<file path="src/rtl/jk_bank_driver.sv">
// jk_bank_driver: steers a bank of JK flip-flops to a requested target word.
// Each attempt drives J/K for exactly one clock, waits one clock for the
// bank to settle, then compares q_fb against the target. A mismatch
// triggers a bounded number of re-drives before the attempt is abandoned.
module jk_bank_driver #(
  parameter int WIDTH       = 4,
  parameter int MAX_RETRY   = 3,
  parameter int TOGGLE_MODE = 0,
  localparam int RW = (MAX_RETRY > 0) ? $clog2(MAX_RETRY + 1) : 1
) (
  input  logic             clk,
  input  logic             rst,
  input  logic             tgt_valid,
  input  logic [WIDTH-1:0] tgt_data,
  output logic             tgt_ready,
  input  logic [WIDTH-1:0] q_fb,
  output logic [WIDTH-1:0] j,
  output logic [WIDTH-1:0] k,
  output logic             busy,
  output logic             done,
  output logic             err,
  output logic [RW-1:0]    retries
);

  typedef enum logic [1:0] {
    IDLE   = 2'd0,
    DRIVE  = 2'd1,
    SETTLE = 2'd2
  } state_t;

  state_t           state_q, state_d;
  logic [WIDTH-1:0] tgt_q, tgt_d;
  logic [RW-1:0]    cnt_q, cnt_d;
  logic [WIDTH-1:0] j_q, j_d;
  logic [WIDTH-1:0] k_q, k_d;
  logic             done_q, done_d;
  logic             err_q, err_d;
  logic [RW-1:0]    retries_q, retries_d;

  // J input from the excitation table: only bits that must change get J=1
  // for a 0->1 move (or for any move in toggle mode).
  function automatic logic [WIDTH-1:0] exc_j(input logic [WIDTH-1:0] q,
                                             input logic [WIDTH-1:0] t);
    logic [WIDTH-1:0] chg;
    chg = q ^ t;
    if (TOGGLE_MODE != 0) return chg;
    return chg & t;
  endfunction

  // K input from the excitation table: 1->0 moves (or any move when toggling).
  function automatic logic [WIDTH-1:0] exc_k(input logic [WIDTH-1:0] q,
                                             input logic [WIDTH-1:0] t);
    logic [WIDTH-1:0] chg;
    chg = q ^ t;
    if (TOGGLE_MODE != 0) return chg;
    return chg & ~t;
  endfunction

  // Ready is gated by reset so no source can hand over a word mid-reset.
  assign tgt_ready = (state_q == IDLE) && rst;
  assign busy      = (state_q != IDLE);
  assign j         = j_q;
  assign k         = k_q;
  assign done      = done_q;
  assign err       = err_q;
  assign retries   = retries_q;

  // Next-state logic; J/K default to zero so they are live only in DRIVE.
  always_comb begin
    state_d   = state_q;
    tgt_d     = tgt_q;
    cnt_d     = cnt_q;
    j_d       = '0;
    k_d       = '0;
    done_d    = 1'b0;
    err_d     = 1'b0;
    retries_d = retries_q;
    case (state_q)
      IDLE: begin
        if (tgt_valid && tgt_ready) begin
          tgt_d   = tgt_data;
          j_d     = exc_j(q_fb, tgt_data);
          k_d     = exc_k(q_fb, tgt_data);
          cnt_d   = '0;
          state_d = DRIVE;
        end
      end
      DRIVE: begin
        state_d = SETTLE;
      end
      SETTLE: begin
        if (q_fb == tgt_q) begin
          state_d   = IDLE;
          done_d    = 1'b1;
          retries_d = cnt_q;
        end else if (cnt_q < RW'(MAX_RETRY)) begin
          cnt_d   = cnt_q + RW'(1);
          j_d     = exc_j(q_fb, tgt_q);
          k_d     = exc_k(q_fb, tgt_q);
          state_d = DRIVE;
        end else begin
          state_d   = IDLE;
          err_d     = 1'b1;
          retries_d = cnt_q;
        end
      end
      default: begin
        state_d = IDLE;
      end
    endcase
  end

  // State and output registers; reset abandons any transaction silently.
  always_ff @(posedge clk or negedge rst) begin
    if (!rst) begin
      state_q   <= IDLE;
      tgt_q     <= '0;
      cnt_q     <= '0;
      j_q       <= '0;
      k_q       <= '0;
      done_q    <= 1'b0;
      err_q     <= 1'b0;
      retries_q <= '0;
    end else begin
      state_q   <= state_d;
      tgt_q     <= tgt_d;
      cnt_q     <= cnt_d;
      j_q       <= j_d;
      k_q       <= k_d;
      done_q    <= done_d;
      err_q     <= err_d;
      retries_q <= retries_d;
    end
  end

endmodule

</file>
<file path="config.mk">
export PLATFORM = sky130hd
export DESIGN_NAME = jk_bank_driver
export DESIGN_NICKNAME = d
export VERILOG_FILES = /design/src/rtl/jk_bank_driver.sv
export SDC_FILE = /design/constraint.sdc
export NUM_CORES = 1
export LEC_CHECK = 0
export ABC_AREA = 0
export CAP_MARGIN = 5
export CORE_MARGIN = 2
export CORE_UTILIZATION = 50
export CTS_CLUSTER_SIZE = 28
export DETAILED_ROUTE_END_ITERATION = 8
export HOLD_SLACK_MARGIN = 0.12
export PLACE_DENSITY = 0.88
export REMOVE_ABC_BUFFERS = 1
export SLEW_MARGIN = 20
export SYNTH_ARGS = -nofsm -noshare
export SYNTH_HDL_FRONTEND = slang
export SYNTH_SLANG_ARGS = --single-unit
</file>
<file path="constraint.sdc">
create_clock -name clk -period 2.6 [get_ports clk]
set_clock_uncertainty 0.05 [all_clocks]
set_input_delay 0.26 -clock clk [delete_from_list [all_inputs] [get_ports clk]]
set_output_delay 0.26 -clock clk [all_outputs]
set_load 0.02 [all_outputs]
</file>
== Yosys cells after proc, flatten, opt, wreduce, memory -nomap -nowiden ==
Cells that the tools add are included.

* Output and inout bits: 14
* Bits in registers: 20
* Word-level logic and storage cells: 56
* Input bits: 11

* $lt $le $gt $ge: 1
* Equality and inequality tests: 7
* Add/sub/neg operators: 1
* Muxes and demuxes: 23
* Reduce and logical (&&, ||, !) cells: 8
* Bitwise operators: 8

{| class="wikitable"
|+ Operator list
! cell !! number
|-
| two-way mux 4 bit || 6
|-
| AND 4 bit || 4
|-
| one-hot mux 4 bit (2 select lines) || 2
|-
| two-way mux 2 bit || 6
|-
| inverter 4 bit || 2
|-
| XOR 4 bit || 2
|-
| two-way mux 1 bit || 7
|-
| != test 2 bit (second input constant) || 3
|-
| one-hot mux 2 bit (3 select lines) || 1
|-
| == test 4 bit || 1
|-
| one-hot mux 2 bit (2 select lines) || 1
|-
| AND reduction 2 bit || 2
|-
| AND reduction 4 bit || 1
|-
| nonzero test 2 bit || 2
|-
| adder 2 x 1 -> 2 bit (second input constant) || 1
|-
| == test 2 x 1 -> 1 bit (second input constant) || 1
|-
| == test 2 bit (second input constant) || 1
|-
| logical AND 1 bit || 2
|-
| logical NOT 2 bit || 1
|-
| < comparator 2 bit (second input constant) || 1
|-
| != test 2 x 1 -> 1 bit (second input constant) || 1
|}

== Depth between registers and ports, before layout ==
* Depth after elaboration: 5
* Mapped depth: 6
* Mapped depth without buffers: 5

== Worst setup path after synthesis ==
No wires, ideal clock.

* Path kind: register to register
* Start point: register tgt_q[3]
* End point: register k_q[1] (netlist: k[1])
* Data arrival time: 1.329 ns
* Setup slack: 1.100 ns
* Cell stages (with the launch flop): 6
* Clock period less this slack: 1.500 ns
* Library setup time: 0.122 ns
* Path buffers: 1
* Required time: 2.428 ns
* Cell sequence: dfrtp_1 ha_1 a41oi_2 and2_1 buf_2 a32o_1

* Cells in the longest elaborated chain, start to end: 3

{| class="wikitable"
|+ Ends and longest elaborated chain
! what !! RTL line !! text
|-
| start: declaration || 32 || <nowiki>logic [WIDTH-1:0] tgt_q, tgt_d;</nowiki>
|-
| start signal: assignment || 126 || <nowiki>tgt_q <= tgt_d;</nowiki>
|-
| == test 4 bit || 92 || <nowiki>if (q_fb == tgt_q) begin</nowiki>
|-
| two-way mux 4 bit || 92 ||
|-
| one-hot mux 4 bit (2 select lines) || 78 || <nowiki>case (state_q)</nowiki>
|-
| named net k_d[1] || 35 || <nowiki>logic [WIDTH-1:0] k_q, k_d;</nowiki>
|-
| end signal: assignment || 129 || <nowiki>k_q <= k_d;</nowiki>
|-
| end: declaration || 35 ||
|}

The timed path passes the listed nets, and every way through them passes these cells.
A chain may end at the register's enable or synchronous reset.

== Final worst setup path ==
* Start point: register state_q[1]
* End point: output port tgt_ready

* Cells in the longest elaborated chain, start to end: 2

{| class="wikitable"
|+ Ends and longest elaborated chain
! what !! RTL line !! text
|-
| start: declaration || 31 || <nowiki>state_t state_q, state_d;</nowiki>
|-
| start signal: assignment || 125 || <nowiki>state_q <= state_d;</nowiki>
|-
| logical NOT 2 bit || 60 || <nowiki>assign tgt_ready = (state_q == IDLE) && rst;</nowiki>
|-
| logical AND 1 bit || 60 ||
|-
| end: declaration || 15 || <nowiki>output logic tgt_ready,</nowiki>
|}

No other way between the ends.

==> qor.csv <==
stage;metric;value;unit
outcome;outcome;finished, final reports clean;
synth;Seq cells post-synth;20;
setup_path;Worst R2R Setup Slack;0.88;ns
timing;fin. max-slew vios;0;
grt;pin count of the biggest net entering global routing;19;
timing;fmax;0.490;GHz
flow_run;Max Cap Violations;0;
clock_tree;Clock transition at path regs;0.11;ns
power_and_ir_drop;Pwr Density;878;nW/um^2
clock_tree;clk root buf;clkbuf_4;
route;DRC viols;0;
layout;antenna cells;0;
synth;Yosys cell types;22;
power_and_ir_drop;Tot Pwr;1.10;mW
worst_hold_path;HP Class;in -> async;
timing;Hold Vio Cnt, Final;0;
synth;Mapped Area;945;um^2
layout;commonest non-fill, non-tap cell in the layout;clkdlybuf4s50_1;
layout;Total Nets Final;130;
clock_tree;CTS tree;done;
die;Core ar.;1750;um^2
power_and_ir_drop;Worst VDD drop;0.453;mV
power_and_ir_drop;Lkg Pwr;0.608;nW
die;Initial Util;54.1;%
layout;Syn-to-layout area delta;32.3;%
setup_path;reg-to-reg critical path startpoint;tgt_q[3];
route;first-iteration detailed-routing DRC count;5;
clock_tree;htree depth;1;
setup_path;CP max FO;5;
setup_path;Crit. End Element;output pin;
grt;Most Crowded Layer GR;met2;
setup_path;R2R depth;4;
layout;FILL cells;126;
place;IO Port Bufs;24;
route;Vias;694;
place;HPWL after detailed placement;1290;um
place;dpl ws;0.431;ns
synth;register area share after synthesis;53.0;%
synth;Post-Syn Instances;82;
layout;commonest cells after routing, fill and taps aside;clkdlybuf4s50_1, dfrtp_1, inv_1, ha_1, a32o_1;
die;cell row count;15;
synth;Post-synth EDFFs;0;
layout;share of post-route cells with drive strength above 1;9.17;%
route;vias per inst;5.18;
clock_tree;clk buf depth;2;
grt;global-route wire length before repair;2820;um
clock_tree;Num CTS Buffers;3;
setup_path;reg-to-reg endpoint;k[3];
synth;Ys Warns;0;
route;antenna-violating nets left;0;
setup_path;CP Launch Type;register;
synth;Syn Area/Cell;11.5;um^2
timing;endpoints failing setup;0;
synth;Async SR Flop Fraction;100;%
timing;final setup margin;0.558;ns
timing;RSZ-0062 raised after global routing;no;
timing;Fin Setup TNS;0;ns
grt;met2 Usage GRT;31.9;%
setup_path;Req. time, crit path;2.29;ns
clock_tree;CTS Sinks;20;
route;drt pass-1 iters;4;
grt;met3 Usage GRT;3.40;%
clock_tree;worst-skew pair later-pin latency;0.30;ns
grt;Tot GR Track Use;18.0;%
timing;final cycle utilization of the critical path;78.5;%
route;wire per inst;12.7;um
place;placed cell area;1210;um^2
synth;Main synth FF type;dfrtp_1;
timing;fin crit period;2.04;ns
setup_path;critical path type;reg -> out;
die;Die Wd;47.5;um
clock_tree;Hold Buf Count CTS;0;
layout;cell area after layout;1250;um^2
clock_tree;Post-CTS Setup Bufs;0;
timing;Rel. slew slack;74.7;%
timing;Slew @ Worst Pin;0.380;ns
setup_path;crit path DAT;1.73;ns
die;Top Ports;25;
grt;initial antenna violation count;0;
clock_tree;post-cts sizing count;0;
route;Detailed Route WL;1700;um
die;Die H;47.5;um
grt;number of global-route vias before repair;689;
grt;M1 GR Usage;21.7;%
place;gpl congestion;0.789;
grt;grt ovf;0;
die;Die Area;2250;um^2
[synth_stat cells (all sizes together) (2+ instances only)]
| library cell | count | area, um^2 |
|---|---|---|
| a32o | 8 | 80.1 |
| buf | 3 | 23.8 |
| dfrtp | 20 | 500 |
| ha | 9 | 113 |
| inv | 14 | 52.6 |
| mux2 | 2 | 22.5 |
| nand2 | 4 | 15.0 |
| nand2b | 2 | 12.5 |
| nand3 | 2 | 10.0 |
| nor2 | 3 | 11.3 |
| nor2b | 2 | 15.0 |
| o21ai | 6 | 30.0 |
[per-stage QoR]
stage	instances	utilization [%]	hold WS (ns)
floorplan	79	-	-0.0856
global placement	130	69.5	0.431
detailed placement	130	69.5	0.435
CTS	134	71.6	0.139
global route	134	71.6	0.148
finish	134	71.6	0.140
[registers in the layout, indices dropped and copies added, names as in the netlist]
name     count
done         1
err          1
state_q      2
k            4
j            4
retries      2
cnt_q        2
tgt_q        4
[cells by family after synthesis]
kind of cell    share of synthesized area (%)
flops                                    53.0
simple gates                             10.5
buf+inv                                  8.08
compound gates                           14.2
fa+ha+maj                                11.9
mux                                      2.38
[routing by layer]
| metal | vias up | wire (um) |
|---|---|---|
| met5 | - | 0 |
| met4 | 0 | 21 |
| met3 | 4 | 61 |
| met2 | 20 | 854 |
| met1 | 334 | 767 |
| li1 | 336 | - |
[final cells by class]
type | count | area, um^2 | share of cell area (%)
Timing Repair Buffer | 26 | 255 | 20.4
Tap cell | 25 | 31.3 | 2.50
Multi-Input combinational cell | 45 | 374 | 29.9
Inverter | 14 | 52.6 | 4.20
Sequential cell | 20 | 500 | 40.0
Clock buffer | 4 | 36.3 | 2.90
[power breakdown]
part           total (mW)  leakage [nW]  switching, mW  internal [mW]
logic               0.467         0.322          0.247          0.220
registers           0.452         0.266         0.0519          0.400
clock network       0.179        0.0210         0.0938         0.0854
total                1.10         0.608          0.393          0.705
[worst max-delay path, stage by stage, from the launching register on]
cell and delay [ns]:
dfrtp_1 0.43, or2_2 0.32, nor2_1 0.09, clkdlybuf4s50_1 0.60
[worst max path at each step]
stage | startpoint | endpoint | slack, ns | cells after the start
after floorplan | state_q[0] | cnt_q[1] | 0.37 | 3
after global placement | q_fb[3] | j[1] | 0.53 | 6
after detailed placement | q_fb[3] | k[3] | 0.43 | 6
after CTS | state_q[1] | tgt_ready | 0.54 | 3
after global routing | state_q[1] | tgt_ready | 0.47 | 3
final | state_q[1] | tgt_ready | 0.56 | 3
(Power assumes the default switching activity.)
